--- src/rtl/rom_dl_sched.sv ---
// rtl/rom_dl_sched.sv - HPS ROM download sequencer: region decode, title capture, load check, core reset hold
module rom_dl_sched #(
  parameter int SIZE0    = 32768,
  parameter int SIZE1    = 8192,
  parameter int SIZE2    = 16384,
  parameter int SIZE3    = 1024,
  parameter int RST_HOLD = 64
) (
  input  logic        MCLK,
  input  logic        RESET_N,
  input  logic        IO_DL,
  input  logic        IO_WR,
  input  logic [7:0]  IO_IDX,
  input  logic [24:0] IO_AD,
  input  logic [7:0]  IO_DT,
  input  logic        RST_REQ,
  output logic [15:0] ROMAD,
  output logic [7:0]  ROMDT,
  output logic [3:0]  ROMWE,
  output logic [3:0]  TNO,
  output logic        CORE_RST,
  output logic        LOAD_OK,
  output logic        LOAD_ERR
);

  typedef enum logic [2:0] {S_IDLE, S_LOAD, S_CHECK, S_RUN, S_ERROR} state_t;

  localparam logic [31:0] B1  = 32'(SIZE0);
  localparam logic [31:0] B2  = B1 + 32'(SIZE1);
  localparam logic [31:0] B3  = B2 + 32'(SIZE2);
  localparam logic [31:0] TOT = B3 + 32'(SIZE3);
  localparam int          HW  = (RST_HOLD < 1) ? 1 : $clog2(RST_HOLD + 1);
  localparam logic [HW-1:0] HOLD_INIT = HW'(RST_HOLD);

  state_t          state, state_nx;
  logic            dl_q, dl_rise, dl_fall;
  logic [24:0]     byte_cnt;
  logic            ovf, prior_ok;
  logic [HW-1:0]   hold_cnt;
  logic [31:0]     addr;
  logic [3:0]      sel;
  logic [15:0]     loc;
  logic            wr_rom, wr_tno, cnt_ok, keep_set, load_entry, run_entry;

  assign addr    = {7'd0, IO_AD};
  assign dl_rise = IO_DL & ~dl_q;
  assign dl_fall = ~IO_DL & dl_q;

  // Regions are contiguous; an empty region collapses its range so it never matches.
  always_comb begin
    sel = 4'b0000;
    loc = 16'd0;
    if (addr < B1) begin
      sel = 4'b0001;
      loc = 16'(addr);
    end else if (addr < B2) begin
      sel = 4'b0010;
      loc = 16'(addr - B1);
    end else if (addr < B3) begin
      sel = 4'b0100;
      loc = 16'(addr - B2);
    end else if (addr < TOT) begin
      sel = 4'b1000;
      loc = 16'(addr - B3);
    end
  end

  assign wr_rom     = (state == S_LOAD) && IO_WR && (IO_IDX == 8'd0);
  assign wr_tno     = IO_WR && (IO_IDX == 8'd1);
  assign cnt_ok     = ({7'd0, byte_cnt} == TOT) && !ovf;
  // A title-only download after a good load keeps the existing ROM set.
  assign keep_set   = (byte_cnt == 25'd0) && prior_ok && !ovf;
  assign load_entry = (state_nx == S_LOAD) && (state != S_LOAD);
  assign run_entry  = (state_nx == S_RUN) && (state != S_RUN);

  always_ff @(posedge MCLK or negedge RESET_N) begin
    if (!RESET_N) state <= S_IDLE;
    else          state <= state_nx;
  end

  always_comb begin
    state_nx = state;
    CORE_RST = 1'b1;
    case (state)
      S_IDLE:  if (dl_rise) state_nx = S_LOAD;
      S_LOAD:  if (dl_fall) state_nx = S_CHECK;
      S_CHECK: state_nx = (cnt_ok || keep_set) ? S_RUN : S_ERROR;
      S_RUN: begin
        CORE_RST = (hold_cnt != '0);
        if (dl_rise) state_nx = S_LOAD;
      end
      S_ERROR: if (dl_rise) state_nx = S_LOAD;
      default: state_nx = S_IDLE;
    endcase
  end

  always_ff @(posedge MCLK or negedge RESET_N) begin
    if (!RESET_N) begin
      dl_q     <= 1'b0;
      ROMAD    <= 16'd0;
      ROMDT    <= 8'd0;
      ROMWE    <= 4'd0;
      TNO      <= 4'd0;
      LOAD_OK  <= 1'b0;
      LOAD_ERR <= 1'b0;
      byte_cnt <= 25'd0;
      ovf      <= 1'b0;
      prior_ok <= 1'b0;
      hold_cnt <= '0;
    end else begin
      dl_q  <= IO_DL;
      ROMWE <= 4'd0;
      if (wr_tno) TNO <= IO_DT[3:0];
      if (load_entry) begin
        byte_cnt <= 25'd0;
        ovf      <= 1'b0;
        LOAD_ERR <= 1'b0;
        prior_ok <= LOAD_OK;
      end
      if (wr_rom) begin
        LOAD_OK <= 1'b0;
        if (sel != 4'b0000) begin
          ROMWE <= sel;
          ROMAD <= loc;
          ROMDT <= IO_DT;
          if (byte_cnt != '1) byte_cnt <= byte_cnt + 25'd1;
        end else begin
          ovf <= 1'b1;
        end
      end
      if (state == S_CHECK) begin
        if (cnt_ok || keep_set) LOAD_OK  <= 1'b1;
        else                    LOAD_ERR <= 1'b1;
      end
      if (run_entry) begin
        hold_cnt <= HOLD_INIT;
      end else if (state == S_RUN) begin
        if (RST_REQ)               hold_cnt <= HOLD_INIT;
        else if (hold_cnt != '0)   hold_cnt <= hold_cnt - 1'b1;
      end
    end
  end

endmodule
--- config.mk ---
export PLATFORM = sky130hd
export DESIGN_NAME = rom_dl_sched
export DESIGN_NICKNAME = d
export VERILOG_FILES = /design/src/rtl/rom_dl_sched.sv
export SDC_FILE = /design/constraint.sdc
export NUM_CORES = 1
export LEC_CHECK = 0
export ABC_AREA = 1
export CELL_PAD_IN_SITES_DETAIL_PLACEMENT = 0
export CELL_PAD_IN_SITES_GLOBAL_PLACEMENT = 1
export CORE_UTILIZATION = 40
export DETAILED_ROUTE_END_ITERATION = 16
export PLACE_DENSITY = 0.88
export SLEW_MARGIN = 15
export SYNTH_ARGS = -nofsm -noshare
export SYNTH_HDL_FRONTEND = slang
export SYNTH_SLANG_ARGS = --single-unit
--- constraint.sdc ---
create_clock -name MCLK -period 4.9 [get_ports MCLK]
set_clock_uncertainty 0.15 [all_clocks]
set_input_delay 0.98 -clock MCLK [delete_from_list [all_inputs] [get_ports MCLK]]
set_output_delay 0.98 -clock MCLK [all_outputs]
set_load 0.02 [all_outputs]
==> summary.md <==
| Metric | Value |
|---|---|
| Status | complete, no violations |
| Hold buffers post-CTS | 0 |
| DIE AREA | between 10000 and 15000 um2 |
| Die height | a little over 100 um |
| Comb power frac | between 20% and 30% |
| Overflow after GRT | 0 |
| Slew HR | a little under two fifths |
| Worst vdd ir | roughly 130 uV |
| Net Sw Frac | 32.6% |
| Synth cell types | 37 |
| Slew @ Worst Pin | a little over 900 ps |
| Final hold violations | 0 |
| Clock Tree Buf Depth | 2 |
| Net Count, Synth | 568 |
| Yosys warns | 0 |
| Hold Path End | ROMDT[7] |
| First-pass GRT wire length | around 15000 um |
| Global-route usage over all layers | approximately a fifth |
| Seq pwr share | roughly 45% |
| RSZ-0062 raised after global routing | no |
| Fmax | between 300 and 400 MHz |
| Max_cap viols | 0 |
| Crit path max fanout | 29 |
| DR vias/cell | 4.78 |
| DPL Wire Length | 6680 um |
| Core Box Area | 9420 um2 |
| Max Slew Vio Count | 0 |
| RD Place Congestion | 0.834 |
| Crit path time final | between 3000 and 4000 ps |
| Critical-path cell list | clkdlybuf4s50_1, inv_1, ha_1, nor2_1, inv_1, o21ai_2, inv_1, nand2_1, o21bai_1, nand2_1, inv_1 |
| Synth Instances | approximately 520 |
| Finished Cell Area | just over 5000 um2 |
| Routed Antenna Nets | 0 |
| Final setup viols | 0 |
| Post-CTS setup repair buffer count | 0 |
| Final non-filler cell total | ~730 |
| Clk slew on worst S/H paths | around 80 ps |
| Slowest-stage cell, CP | nand2_1 |
| Synthesized flop and latch total | 72 |
| Drt wl/cell | 12.6 um |
| Total Neg Setup Slack | 0 ps |
| Cell Area, Synth | about 4000 um2 |
| Startpoint Class | primary input |
| Area Overhead vs Synth | 26.7% |
| Hold Startpoint | ROMDT[7] |
| Largest net degree at the start of global routing | 73 |
| Seq/Total Area, Yosys | approximately 45% |
| Number of global-route vias before repair | between 3000 and 4000 |
| Drt pass-1 iters | 4 |
| Post-Route WL | approximately 9200 um |
| Register-to-register path setup slack | between 2000 and 3000 ps |
| Worst Path Arrival | around 3300 ps |
| Fin crit share | 64.9% |
| Total power | about 1500 uW |
| Nets | approximately 650 |
| Hold path depth | 2 |
| CP peak stage delay | 660 ps |
| FP Rows | 35 |
| Placed instance count | 713 |
| Setup Crit Path Kind | in2reg |
| Initial Utilization | around 42% |
| Clk Latency, worst-skew pair | around 350 ps |
| Pwr Density | around 300 nW/um2 |
| Fin Hold WS | approximately 320 ps |
| Internal power | approximately 1000 uW |
| Worst r2r src | byte_cnt[0] |
| Mapped Avg Cell Area | 7.67 um2 |
| Sw power | just under 500 uW |
| Delay-heaviest family, CP | simple AND/OR/NAND/NOR gates |
| CTS tree | yes |
| Ant diodes | 0 |
| CP endpoint kind | flop |
| Die width | between 100 and 150 um |
| CTS Buf Count | 9 |
| Clk sinks | 72 |
| CTS root buffer | clkbuf_8 |
| Drt drc | 0 |
| I/O pins | just over 80 |
| Total leakage power | between 0.002 and 0.003 uW |
| R2R Path End | prior_ok |
| Share of post-route cells with drive strength above 1 | about 7.5% |
| H-tree depth | 3 |
| Critical path buffers and inverters | 5 |
| Clock share of power | 31.9% |
| Initial antenna violation count | 0 |
| CP most frequent cell | inv_1 |
| Vias | between 3000 and 4000 |
| 1st-iter DRT viols | 99 |
| Worst hold-check path type | reg2reg |
| Cts repair resizes | 0 |
| R2R depth | 9 |
| Placed Area | approximately 4800 um2 |
| Worst EP required | about 5000 ps |
| Number of I/O port buffers | 80 |
layer usage:
layer	wire length [um]	share of wire [%]	GRT usage (%)	vias up
li1	-	-	-	1793
met4	85	0.92	5.69	0
met1	4350	47	26.3	1606
met2	4260	46	30.0	79
met5	0	0	0	-
met3	505	5.5	5.11	10
power groups by stage:
stage               clock network [uW]  registers, uW  logic (uW)
finish                             472            671         337
global route                       517            677         386
detailed placement                   0            681         344
CTS                                487            670         344
global placement                     0            679         338
floorplan                            0            682         234
cells by family (layout without fill, tap and decap cells):
family                     Yosys count  after routing  synth area share, %
AOI/OAI and AO/OA                   32             32                 4.29
DFF                                 72             72                 45.4
xor gates and xnor gates            18             18                 3.97
buffers and inverters               69            152                 7.82
adders and majority gates            5              5                 1.58
and+or+nand+nor                    321            321                 36.9
layout by cell type, fill, tap and decap left out, types with 2 or more instances in the layout:
master,n
nor3_1,7
xor2_1,13
o21ai_0,22
nand4_1,14
inv_2,2
or2_1,2
clkinvlp_4,2
a21oi_1,6
nand2_1,160
inv_6,2
nor3_4,2
inv_1,52
nand3_2,2
nand3_1,49
nand3b_1,2
ha_1,5
clkdlybuf4s50_1,79
xnor2_1,5
nor3_2,2
nor2_2,2
nor2_1,60
nand2_2,12
dfrtp_1,72
clkbuf_8,9
sequential cells by signal, indices dropped and copies added, names as in the netlist:
register	flops
ROMDT	8
dl_q	1
LOAD_OK	1
ROMAD	16
hold_cnt	7
state	3
TNO	4
prior_ok	1
LOAD_ERR	1
ROMWE	4
byte_cnt	25
ovf	1
worst max path at each step:
| stage | slack (ps) | end | start | depth (start not counted) |
|---|---|---|---|---|
| after global routing | 1490 | ROMDT[3] | IO_AD[13] | 9 |
| after global placement | 1400 | byte_cnt[24] | IO_AD[13] | 11 |
| after CTS | 1730 | ROMAD[10] | IO_AD[13] | 9 |
| after floorplan | 2470 | ROMAD[11] | IO_AD[23] | 9 |
| after detailed placement | 1330 | ROMAD[10] | IO_AD[13] | 9 |
| final | 1720 | byte_cnt[24] | IO_AD[13] | 11 |
synthesized netlist by cell type:
master	number	share of area, %
nor2_2	2	0.32
o21ai_0	22	2.8
nand2_2	12	1.9
dfrtp_1	72	45
nand4_4	1	0.54
a21oi_1	6	0.76
nor3_4	2	0.82
o21bai_1	1	0.19
nor3_1	7	0.88
inv_6	1	0.22
or2_2	1	0.16
nand2_4	1	0.28
nor3_2	2	0.50
nand3_2	2	0.50
nor4_1	1	0.16
nand4_2	1	0.32
buf_2	7	0.88
xor2_1	13	2.9
a31oi_1	1	0.16
nor2_1	60	5.7
o211ai_1	1	0.19
buf_4	3	0.57
nand2_1	160	15
xnor2_1	5	1.1
nand4_1	14	2.2
buf_6	2	0.57
ha_1	5	1.6
nand3b_1	2	0.38
nor2_8	1	0.50
inv_2	2	0.19
o21ai_2	1	0.22
buf_8	1	0.38
clkinv_1	1	0.095
or2_1	2	0.32
inv_1	52	4.9
and2_1	1	0.16
nand3_1	49	6.2
per-stage QoR:
step                setup slack (ps)  util, %
finish                          1720     53.4
global route                    1490     53.4
CTS                             1730     53.4
detailed placement              1330     51.3
global placement                1400     51.3
floorplan                       2470        -
area by class of cell:
type	count	area, um2
multi-input combinational	376	1860
timing repair buffer	80	798
inverter	56	215
clock inverter	6	67.6
sequential	72	1800
fill	871	4390
tap	129	161
clock buffer	10	128
worst reg2reg max path, cell delays in order (launching register included):
cell      delay (ps)
dfrtp_1          440
inv_1             90
ha_1             210
nand2_1          120
nor2_1            60
nand2_1           60
clkinv_1          60
nand3_2          100
nand4_2          600
o21ai_0          380
(Power assumes the default switching activity.)
